===== config.mk =====
export PLATFORM = sky130hd
export DESIGN_NAME = pending_index_encoder
export DESIGN_NICKNAME = d
export VERILOG_FILES = /design/src/rtl/pending_index_encoder.sv
export SDC_FILE = /design/constraint.sdc
export NUM_CORES = 1
export LEC_CHECK = 0
export CORE_MARGIN = 2
export CORE_UTILIZATION = 30
export CTS_BUF_LIST = sky130_fd_sc_hd__clkbuf_2
export DETAILED_ROUTE_END_ITERATION = 7
export PLACE_DENSITY = 0.55
export SLEW_MARGIN = 5
export SYNTH_ARGS = -nofsm -noshare
export SYNTH_HDL_FRONTEND = slang
export SYNTH_SLANG_ARGS = --single-unit

===== constraint.sdc =====
create_clock -name clk -period 4.1 [get_ports clk]
set_input_delay 0.41 -clock clk [delete_from_list [all_inputs] [get_ports clk]]
set_output_delay 0.41 -clock clk [all_outputs]
set_load 0.01 [all_outputs]

===== src/rtl/pending_index_encoder.sv =====
// Sequential priority encoder: captures a word mask and emits the index of each set bit,
// one per valid/ready handshake. Define ENC_MSB_FIRST_EN to emit highest index first.
module pending_index_encoder #(
  parameter int N_WORDS = 32,
  parameter int AW      = 5
) (
  input  logic               clk,
  input  logic               rst_n,
  input  logic               load,
  input  logic [N_WORDS-1:0] mask_in,
  output logic [AW-1:0]      idx_out,
  output logic               idx_valid,
  input  logic               idx_ready,
  output logic               busy,
  output logic               done
);

  typedef enum logic [1:0] {
    ST_IDLE,
    ST_SCAN,
    ST_FINISH
  } state_t;

  state_t             state_q, state_d;
  logic [N_WORDS-1:0] pending_q, pending_d;
  logic [AW-1:0]      sel_idx;
  logic [N_WORDS-1:0] sel_onehot;

  // The last assignment in the loop wins, so the scan direction sets the priority.
  always_comb begin
    sel_idx = '0;
`ifdef ENC_MSB_FIRST_EN
    for (int i = 0; i < N_WORDS; i++) begin
      if (pending_q[i]) sel_idx = AW'(i);
    end
`else
    for (int i = N_WORDS - 1; i >= 0; i--) begin
      if (pending_q[i]) sel_idx = AW'(i);
    end
`endif
  end

  assign sel_onehot = N_WORDS'(1) << sel_idx;

  always_comb begin
    state_d   = state_q;
    pending_d = pending_q;
    busy      = 1'b0;
    idx_valid = 1'b0;
    idx_out   = '0;
    done      = 1'b0;
    case (state_q)
      ST_IDLE: begin
        if (load) begin
          pending_d = mask_in;
          state_d   = (mask_in != '0) ? ST_SCAN : ST_FINISH;
        end
      end
      ST_SCAN: begin
        busy      = 1'b1;
        idx_valid = (pending_q != '0);
        idx_out   = sel_idx;
        if (idx_valid && idx_ready) begin
          pending_d = pending_q & ~sel_onehot;
          if (pending_d == '0) state_d = ST_FINISH;
        end else if (!idx_valid) begin
          state_d = ST_FINISH;
        end
      end
      ST_FINISH: begin
        busy    = 1'b1;
        done    = 1'b1;
        state_d = ST_IDLE;
      end
      default: begin
        pending_d = '0;
        state_d   = ST_IDLE;
      end
    endcase
  end

  always_ff @(posedge clk or negedge rst_n) begin
    if (!rst_n) begin
      state_q   <= ST_IDLE;
      pending_q <= '0;
    end else begin
      state_q   <= state_d;
      pending_q <= pending_d;
    end
  end

endmodule


==> flow_summary.html, run 1 <==
<table>
<tr><th>Metric</th><th>Value</th></tr>
<tr><th colspan="2">Critical path</th></tr>
<tr><td>Req. time, crit path</td><td>4.40 ns</td></tr>
<tr><td>Number of buffer and inverter stages on the critical path</td><td>0</td></tr>
<tr><td>Category of the most critical setup path</td><td>register to register</td></tr>
<tr><td>Category of cells accounting for the largest share of critical-path delay</td><td>simple AND/OR/NAND/NOR gates</td></tr>
<tr><td>Peak per-stage delay on the critical path</td><td>0.57 ns</td></tr>
<tr><td>Maximum fanout count along the critical path</td><td>9</td></tr>
<tr><td>Category of the worst setup path capture point</td><td>register</td></tr>
<tr><td>Cell Chain, Critical Path</td><td>or4_4, o211a_1, o21ai_2, and2_1, nand4_2, o31a_2, a221o_1, nor4_2, nand3_1, a32o_1</td></tr>
<tr><td>Arr. time, crit path</td><td>4.01 ns</td></tr>
<tr><td>Startpoint Class</td><td>register</td></tr>
<tr><td>Worst-path cell with the longest stage delay</td><td>sky130_fd_sc_hd__or4_4</td></tr>
<tr><th colspan="2">Detailed routing</th></tr>
<tr><td>Mean number of vias per cell</td><td>6.22</td></tr>
<tr><td>Total length of routed wires</td><td>11000 um</td></tr>
<tr><td>Final routed wire length divided by cell count</td><td>21.9 um</td></tr>
<tr><td>Drt pass-1 iters</td><td>5</td></tr>
<tr><td>Remaining number of nets flagged by the antenna check after routing</td><td>0</td></tr>
<tr><td>Number of design-rule violations left by the first detailed-router iteration</td><td>417</td></tr>
<tr><td>Number of remaining DRC errors</td><td>0</td></tr>
<tr><td>Total via count after detailed routing</td><td>3121</td></tr>
<tr><th colspan="2">Logic synthesis</th></tr>
<tr><td>Post-synth ARST share</td><td>100%</td></tr>
<tr><td>Unique masters post-synth</td><td>73</td></tr>
<tr><td>Number of synthesized register bits</td><td>34</td></tr>
<tr><td>Top flip-flop cell by instance count after synthesis</td><td>sky130_fd_sc_hd__dfrtp_1</td></tr>
<tr><td>Mapped Area</td><td>2700 sq um</td></tr>
<tr><td>Post-synth net total</td><td>386</td></tr>
<tr><td>EDFF count, synth</td><td>0</td></tr>
<tr><td>Yosys warnings</td><td>0</td></tr>
<tr><td>Share of the yosys chip area belonging to registers</td><td>31.5%</td></tr>
<tr><td>Per-instance average area after synthesis</td><td>7.78 sq um</td></tr>
<tr><td>Cells after Synth</td><td>347</td></tr>
<tr><th colspan="2">Finish</th></tr>
<tr><td>Number of cells in the finished layout apart from fillers</td><td>502</td></tr>
<tr><td>Antenna cells</td><td>0</td></tr>
<tr><td>Share of cells above drive strength 1</td><td>10.9%</td></tr>
<tr><td>Leading cell type in the layout, fill and taps excluded</td><td>sky130_fd_sc_hd__nand2_1</td></tr>
<tr><td>Total of fill cells in the finished design</td><td>935</td></tr>
<tr><td>Combined area of the multi-input logic cells</td><td>1730 sq um</td></tr>
<tr><td>Commonest cells after routing, fill and taps aside</td><td>sky130_fd_sc_hd__nand2_1, sky130_fd_sc_hd__clkdlybuf4s50_1, sky130_fd_sc_hd__o21ai_0</td></tr>
<tr><td>Number of nets in the finished design</td><td>433</td></tr>
<tr><td>Layout overhead on the synthesized area</td><td>23.5%</td></tr>
<tr><td>Register area</td><td>851 sq um</td></tr>
<tr><th colspan="2">Clocking</th></tr>
<tr><td>Clock slew seen by the registers of the worst setup and hold paths</td><td>0.19 ns</td></tr>
<tr><td>Clock tree root driver cell</td><td>sky130_fd_sc_hd__clkbuf_2</td></tr>
<tr><td>Number of clock sinks</td><td>34</td></tr>
<tr><td>Clock tree from TritonCTS</td><td>built</td></tr>
<tr><td>Post-CTS Hold Buffers</td><td>0</td></tr>
<tr><td>Count of cells resized by post-cts repair</td><td>0</td></tr>
<tr><td>Largest buffer count on any clock path</td><td>2</td></tr>
<tr><td>Buffers inserted during post-CTS setup optimization</td><td>0</td></tr>
<tr><td>H-tree depth</td><td>2</td></tr>
<tr><td>Clock latency of the later-clocked register in the worst-skew pair</td><td>0.38 ns</td></tr>
<tr><td>Number of buffers inserted during clock tree synthesis</td><td>5</td></tr>
<tr><th colspan="2">STA</th></tr>
<tr><td>Unrepaired setup endpoints after global routing</td><td>false</td></tr>
<tr><td>Fin crit share</td><td>90.4%</td></tr>
<tr><td>Final setup skew</td><td>0.00244 ns</td></tr>
<tr><td>Fin crit period</td><td>3.71 ns</td></tr>
<tr><td>Setup violation total in the final timing report</td><td>0</td></tr>
<tr><td>Fmax</td><td>270 MHz</td></tr>
<tr><td>Final-layout worst hold slack</td><td>0.413 ns</td></tr>
<tr><td>Setup TNS after final layout</td><td>0 ns</td></tr>
<tr><td>Final number of hold-violating endpoints</td><td>0</td></tr>
<tr><td>Worst slew pin tran</td><td>0.983 ns</td></tr>
<tr><td>Max-slew headroom at the worst pin</td><td>34.3%</td></tr>
<tr><td>Max Transition Viols Final</td><td>0</td></tr>
<tr><th colspan="2">Die</th></tr>
<tr><td>Die Area</td><td>9780 sq um</td></tr>
<tr><td>Number of placement rows</td><td>34</td></tr>
<tr><td>Die Span Y</td><td>98.9 um</td></tr>
<tr><td>Die width</td><td>98.9 um</td></tr>
<tr><td>Placeable core region</td><td>8720 sq um</td></tr>
<tr><td>Initial core utilization</td><td>31.0%</td></tr>
<tr><td>I/O pins</td><td>44</td></tr>
<tr><th colspan="2">Power</th></tr>
<tr><td>Share of total power in combinational logic</td><td>67.6%</td></tr>
<tr><td>Areal power density over the cells</td><td>837 nW/um^2</td></tr>
<tr><td>Relative contribution of sequential cells to total power</td><td>26.4%</td></tr>
<tr><td>LEAKAGE</td><td>1.36 nW</td></tr>
<tr><td>Switching power total</td><td>1.56 mW</td></tr>
<tr><td>Switch share</td><td>55.9%</td></tr>
<tr><td>Int Pwr</td><td>1.23 mW</td></tr>
<tr><td>Worst ir drop on vdd</td><td>0.465 mV</td></tr>
<tr><td>Clk pwr share</td><td>6.0%</td></tr>
<tr><th colspan="2">Place</th></tr>
<tr><td>Detailed placer's ending HPWL</td><td>8380 um</td></tr>
<tr><td>Cell Count Post-Placement</td><td>495</td></tr>
<tr><td>Port bufs</td><td>43</td></tr>
<tr><td>Routability congestion estimate</td><td>1.00</td></tr>
<tr><th colspan="2">GRT</th></tr>
<tr><td>Via count of the first global-routing pass</td><td>3054</td></tr>
<tr><td>First-pass GRT wire length</td><td>17300 um</td></tr>
<tr><td>Global routing usage summed across all routing layers</td><td>22.8%</td></tr>
<tr><td>Largest net degree at the start of global routing</td><td>35</td></tr>
<tr><td>Initial antenna violation count</td><td>0</td></tr>
<tr><td>Total congestion overflow</td><td>0</td></tr>
<tr><th colspan="2">Worst hold path</th></tr>
<tr><td>Path type of the worst min-delay path</td><td>input pin to async pin</td></tr>
<tr><th colspan="2">Run</th></tr>
<tr><td>Maximum capacitance violations</td><td>0</td></tr>
<tr><th colspan="2">Status</th></tr>
<tr><td>Run status</td><td>completed</td></tr>
</table>
-- path summary, 6_finish.rpt --
path,slack (ns),cells past startpoint,endpoint,from
max in group asynchronous,3.36,2,pending_q[2],rst_n
max,0.39,10,state_q[0],pending_q[24]
max reg2reg,0.39,10,state_q[0],pending_q[24]
min in group clk,0.56,3,pending_q[18],mask_in[18]
min,0.41,2,pending_q[18],rst_n
min reg2reg,0.62,1,state_q[0],state_q[0]
-- layer usage --
layer | GRT usage [%] | up-vias | routed length (um)
met2 | 34.5 | 170 | 4810
li1 | - | 1397 | -
met5 | 0 | - | 0
met4 | 6.85 | 0 | 312
met3 | 4.26 | 34 | 893
met1 | 32.9 | 1520 | 5000
-- cell type report --
class                      count  share of cell area, %
timing repair buffer          55                   15.6
sequential                    34                   25.5
clock buffer                   7                   1.05
tap                          108                   4.05
inverter                      17                   1.91
multi-input combinational    281                   51.9
-- power groups by stage --
stage               Clock, mW  Sequential [mW]  Combinational [mW]
global route            0.184            0.758                2.04
finish                  0.168            0.738                1.89
detailed placement          0            0.733                1.84
global placement            0            0.743                1.87
CTS                     0.173            0.728                1.85
floorplan                   0            0.634                1.24
-- through the flow --
stage / util, % / cell area, sq um / worst slack [ns] / total power [mW]
2_1_floorplan: - / 2700 / 0.971 / 1.87
3_3_place_gp: 37.8 / 3300 / 0.325 / 2.61
3_5_place_dp: 37.8 / 3300 / 0.400 / 2.58
4_1_cts: 38.2 / 3340 / 0.366 / 2.76
5_1_grt: 38.2 / 3340 / 0.117 / 2.99
6_report: 38.2 / 3340 / 0.393 / 2.79
-- cells by family after synthesis --
group	Yosys count	synth area share (%)
simple gates	156	30.8
compound gates	122	31.5
flops	34	31.5
buf+inv	32	4.87
fa+ha+maj	3	1.39
-- sequential cells by signal, indices dropped and copies added, names as in the netlist --
register / count
pending_q: 32
state_q: 2
-- synthesized netlist by cell type, types with 3 or more instances --
| cell type | number | area, sq um |
|---|---|---|
| sky130_fd_sc_hd__nor4_1 | 17 | 106 |
| sky130_fd_sc_hd__nor2_1 | 24 | 90.1 |
| sky130_fd_sc_hd__ha_1 | 3 | 37.5 |
| sky130_fd_sc_hd__a21o_1 | 4 | 30.0 |
| sky130_fd_sc_hd__nand2_1 | 58 | 218 |
| sky130_fd_sc_hd__o21ai_0 | 36 | 180 |
| sky130_fd_sc_hd__a41oi_1 | 3 | 26.3 |
| sky130_fd_sc_hd__a21oi_1 | 19 | 95.1 |
| sky130_fd_sc_hd__a22o_1 | 17 | 149 |
| sky130_fd_sc_hd__dfrtp_1 | 34 | 851 |
| sky130_fd_sc_hd__nor2b_1 | 4 | 25.0 |
| sky130_fd_sc_hd__nor3_1 | 11 | 55.1 |
| sky130_fd_sc_hd__a211oi_1 | 3 | 22.5 |
| sky130_fd_sc_hd__and2_2 | 3 | 22.5 |
| sky130_fd_sc_hd__clkbuf_1 | 12 | 45.0 |
| sky130_fd_sc_hd__nand4_1 | 4 | 25.0 |
| sky130_fd_sc_hd__nand2b_1 | 4 | 25.0 |
| sky130_fd_sc_hd__inv_1 | 16 | 60.1 |
| sky130_fd_sc_hd__a2111o_1 | 3 | 33.8 |
| sky130_fd_sc_hd__nor4_2 | 4 | 50.1 |
-- worst register-to-register path, stage by stage (launching register included) --
cell and delay (ns):
sky130_fd_sc_hd__dfrtp_1 0.48, sky130_fd_sc_hd__or4_4 0.57, sky130_fd_sc_hd__o211a_1 0.27, sky130_fd_sc_hd__o21ai_2 0.22, sky130_fd_sc_hd__and2_1 0.39, sky130_fd_sc_hd__nand4_2 0.24
sky130_fd_sc_hd__o31a_2 0.36, sky130_fd_sc_hd__a221o_1 0.32, sky130_fd_sc_hd__nor4_2 0.33, sky130_fd_sc_hd__nand3_1 0.16, sky130_fd_sc_hd__a32o_1 0.27
No activity file was read; power rests on OpenSTA's default activity.
==> run 2: changes to the inputs <==
--- a/config.mk
+++ b/config.mk
@@ -5,7 +5,7 @@
 export SDC_FILE = /design/constraint.sdc
 export NUM_CORES = 1
 export LEC_CHECK = 0
-export CORE_MARGIN = 2
+export CORE_MARGIN = 4
 export CORE_UTILIZATION = 30
 export CTS_BUF_LIST = sky130_fd_sc_hd__clkbuf_2
 export DETAILED_ROUTE_END_ITERATION = 7
==> run 2 against run 1 <==
Sequential cell count unchanged. Fmax decreased by 5.3%. Clock-buffer cell count unchanged. Final cell count increased by 0.20%. Worst setup slack got worse by 0.21 ns. Non-clock buffer count increased by 1. Via count decreased by 2.0%. Critical path depth unchanged. Sequential share of layout area decreased by 0.057 points. Utilization increased by 0.086 points. Clock power about the same. Largest cell class unchanged.
==> flow_summary.html, run 2 (same netlist as run 1, synthesis figures left out) <==
<table>
<tr><th>Metric</th><th>Value</th></tr>
<tr><th colspan="2">Critical path</th></tr>
<tr><td>Req. time, crit path</td><td>4.40 ns</td></tr>
<tr><td>Crit path launch</td><td>pending_q[11]</td></tr>
<tr><td>Startpoint Class</td><td>register</td></tr>
<tr><td>Worst R2R Path Depth</td><td>10</td></tr>
<tr><td>Worst-path cell with the longest stage delay</td><td>sky130_fd_sc_hd__nor4_1</td></tr>
<tr><td>Endpoint of the worst-slack reg-to-reg timing path</td><td>state_q[0]</td></tr>
<tr><td>Peak per-stage delay on the critical path</td><td>0.75 ns</td></tr>
<tr><td>Category of the most critical setup path</td><td>register to register</td></tr>
<tr><td>Worst R2R Setup Slack</td><td>0.19 ns</td></tr>
<tr><td>Arr. time, crit path</td><td>4.21 ns</td></tr>
<tr><td>Most Frequent Cell on Critical Path</td><td>sky130_fd_sc_hd__a2111o_1</td></tr>
<tr><td>Maximum fanout count along the critical path</td><td>7</td></tr>
<tr><td>Cell Chain, Critical Path</td><td>nor4_1, nand2_1, nor2_1, nand2_2, a2111o_1, a22o_1, a2111o_1, nor4_2, nand3_1, a32o_1</td></tr>
<tr><td>Category of the worst setup path capture point</td><td>register</td></tr>
<tr><td>Worst reg2reg path startpoint</td><td>pending_q[11]</td></tr>
<tr><td>Critical path capture point</td><td>state_q[0]</td></tr>
<tr><th colspan="2">Power</th></tr>
<tr><td>Share of total power in combinational logic</td><td>67.0%</td></tr>
<tr><td>Relative contribution of sequential cells to total power</td><td>26.9%</td></tr>
<tr><td>Clk pwr share</td><td>6.2%</td></tr>
<tr><td>Worst ir drop on vdd</td><td>0.462 mV</td></tr>
<tr><td>Power Total</td><td>2.77 mW</td></tr>
<tr><td>Switch share</td><td>55.9%</td></tr>
<tr><td>Switching power total</td><td>1.55 mW</td></tr>
<tr><td>LEAKAGE</td><td>1.36 nW</td></tr>
<tr><td>Int Pwr</td><td>1.22 mW</td></tr>
<tr><td>Areal power density over the cells</td><td>827 nW/um^2</td></tr>
<tr><th colspan="2">STA</th></tr>
<tr><td>Final setup skew</td><td>0.0108 ns</td></tr>
<tr><td>Max-slew headroom at the worst pin</td><td>33.2%</td></tr>
<tr><td>Setup TNS after final layout</td><td>0 ns</td></tr>
<tr><td>Setup violation total in the final timing report</td><td>0</td></tr>
<tr><td>Fmax</td><td>256 MHz</td></tr>
<tr><td>Worst slew pin tran</td><td>0.999 ns</td></tr>
<tr><td>Final number of hold-violating endpoints</td><td>0</td></tr>
<tr><td>Fin crit share</td><td>95.4%</td></tr>
<tr><td>Fin crit period</td><td>3.91 ns</td></tr>
<tr><td>Unrepaired setup endpoints after global routing</td><td>false</td></tr>
<tr><td>Max Transition Viols Final</td><td>0</td></tr>
<tr><th colspan="2">GRT</th></tr>
<tr><td>Initial antenna violation count</td><td>0</td></tr>
<tr><td>Global routing usage summed across all routing layers</td><td>22.0%</td></tr>
<tr><td>First-pass GRT wire length</td><td>17600 um</td></tr>
<tr><td>Largest net degree at the start of global routing</td><td>35</td></tr>
<tr><td>Total congestion overflow</td><td>0</td></tr>
<tr><td>Via count of the first global-routing pass</td><td>3141</td></tr>
<tr><th colspan="2">Finish</th></tr>
<tr><td>Commonest cells after routing, fill and taps aside</td><td>sky130_fd_sc_hd__nand2_1, sky130_fd_sc_hd__clkdlybuf4s50_1, sky130_fd_sc_hd__o21ai_0</td></tr>
<tr><td>Antenna cells</td><td>0</td></tr>
<tr><td>Flip-flop count of the largest register after layout</td><td>32</td></tr>
<tr><td>Share of cells above drive strength 1</td><td>11.1%</td></tr>
<tr><td>Registers with the most flip-flops</td><td>pending_q x32, state_q x2</td></tr>
<tr><td>Leading cell type in the layout, fill and taps excluded</td><td>sky130_fd_sc_hd__nand2_1</td></tr>
<tr><td>Total of fill cells in the finished design</td><td>927</td></tr>
<tr><td>Register name with the most flops</td><td>pending_q</td></tr>
<tr><td>Number of nets in the finished design</td><td>434</td></tr>
<tr><td>Layout overhead on the synthesized area</td><td>23.8%</td></tr>
<tr><th colspan="2">Clocking</th></tr>
<tr><td>Clock slew seen by the registers of the worst setup and hold paths</td><td>0.19 ns</td></tr>
<tr><td>Post-CTS Hold Buffers</td><td>0</td></tr>
<tr><td>Largest buffer count on any clock path</td><td>2</td></tr>
<tr><td>Clock latency of the later-clocked register in the worst-skew pair</td><td>0.39 ns</td></tr>
<tr><td>Count of cells resized by post-cts repair</td><td>0</td></tr>
<tr><td>Number of buffers inserted during clock tree synthesis</td><td>5</td></tr>
<tr><td>Buffers inserted during post-CTS setup optimization</td><td>0</td></tr>
<tr><td>Number of clock sinks</td><td>34</td></tr>
<tr><td>Clock tree root driver cell</td><td>sky130_fd_sc_hd__clkbuf_2</td></tr>
<tr><td>Clock tree from TritonCTS</td><td>built</td></tr>
<tr><td>H-tree depth</td><td>2</td></tr>
<tr><th colspan="2">Detailed routing</th></tr>
<tr><td>Number of remaining DRC errors</td><td>0</td></tr>
<tr><td>Total via count after detailed routing</td><td>3060</td></tr>
<tr><td>Total length of routed wires</td><td>11200 um</td></tr>
<tr><td>Drt pass-1 iters</td><td>6</td></tr>
<tr><td>Remaining number of nets flagged by the antenna check after routing</td><td>0</td></tr>
<tr><td>Number of design-rule violations left by the first detailed-router iteration</td><td>300</td></tr>
<tr><td>Final routed wire length divided by cell count</td><td>22.2 um</td></tr>
<tr><td>Mean number of vias per cell</td><td>6.08</td></tr>
<tr><th colspan="2">Status</th></tr>
<tr><td>Run status</td><td>completed</td></tr>
<tr><th colspan="2">Worst hold path</th></tr>
<tr><td>Path type of the worst min-delay path</td><td>input pin to async pin</td></tr>
<tr><th colspan="2">Die</th></tr>
<tr><td>Die width</td><td>103 um</td></tr>
<tr><td>I/O pins</td><td>44</td></tr>
<tr><td>Initial core utilization</td><td>31.0%</td></tr>
<tr><td>Placeable core region</td><td>8720 sq um</td></tr>
<tr><td>Die Area</td><td>10600 sq um</td></tr>
<tr><td>Die Span Y</td><td>103 um</td></tr>
<tr><td>Number of placement rows</td><td>34</td></tr>
<tr><th colspan="2">Run</th></tr>
<tr><td>Maximum capacitance violations</td><td>0</td></tr>
<tr><th colspan="2">Place</th></tr>
<tr><td>Routability congestion estimate</td><td>0.975</td></tr>
<tr><td>Port bufs</td><td>43</td></tr>
<tr><td>Detailed placer's ending HPWL</td><td>8520 um</td></tr>
</table>
-- run 2: changes by cell type in the layout (fill, tap and decap cells not counted) --
cell                    previous run  this run
sky130_fd_sc_hd__buf_4            12        13
-- run 2: routing by layer --
layer | vias to the layer above | part of all wire (%) | GRT usage, %
li1 | 1403 | - | -
met1 | 1482 | 46 | 30.8
met2 | 140 | 44 | 34.1
met3 | 35 | 6.7 | 3.59
met4 | 0 | 3.5 | 8.27
met5 | - | 0 | 0
-- run 2: critical path, delay by kind of cell (launching register included) --
family / cells / cell delay (ns)
flops: 1 / 0.48
simple gates: 6 / 2.05
compound gates: 4 / 1.29
-- run 2: power by group through the flow --
stage | combinational (mW) | sequential, mW | clock [mW]
global route | 2.04 | 0.760 | 0.188
finish | 1.85 | 0.744 | 0.170
detailed placement | 1.82 | 0.735 | 0
global placement | 1.86 | 0.736 | 0
floorplan | 1.24 | 0.634 | 0
CTS | 1.83 | 0.732 | 0.176
-- run 2: worst min-delay path by stage --
stage / slack, ns / cells after the start / from / end
after floorplan: 0.11 / 0 / rst_n / pending_q[0]
after global placement: 0.56 / 1 / state_q[0] / state_q[0]
after detailed placement: 0.58 / 1 / state_q[0] / state_q[0]
after CTS: 0.42 / 2 / rst_n / pending_q[20]
after global routing: 0.45 / 2 / rst_n / pending_q[23]
final: 0.40 / 2 / rst_n / pending_q[23]
-- run 2: layout make-up --
type | count | area (sq um) | area share, %
multi-input cells | 281 | 1730 | 51.8
repair buffers | 56 | 528 | 15.8
clock buffers | 7 | 35.0 | 1.05
inverters | 17 | 63.8 | 1.91
flip-flops and latches | 34 | 851 | 25.4
well taps | 108 | 135 | 4.04
-- run 2: through the flow --
stage	cell area (sq um)	hold WS (ns)	util, %	std cells	setup WS (ns)
after floorplan	2700	0.114	-	347	0.971
after global placement	3310	0.557	37.9	496	0.463
after detailed placement	3310	0.579	37.9	496	0.416
after CTS	3340	0.417	38.3	503	0.317
after global routing	3340	0.446	38.3	503	0.0947
final	3340	0.400	38.3	503	0.187
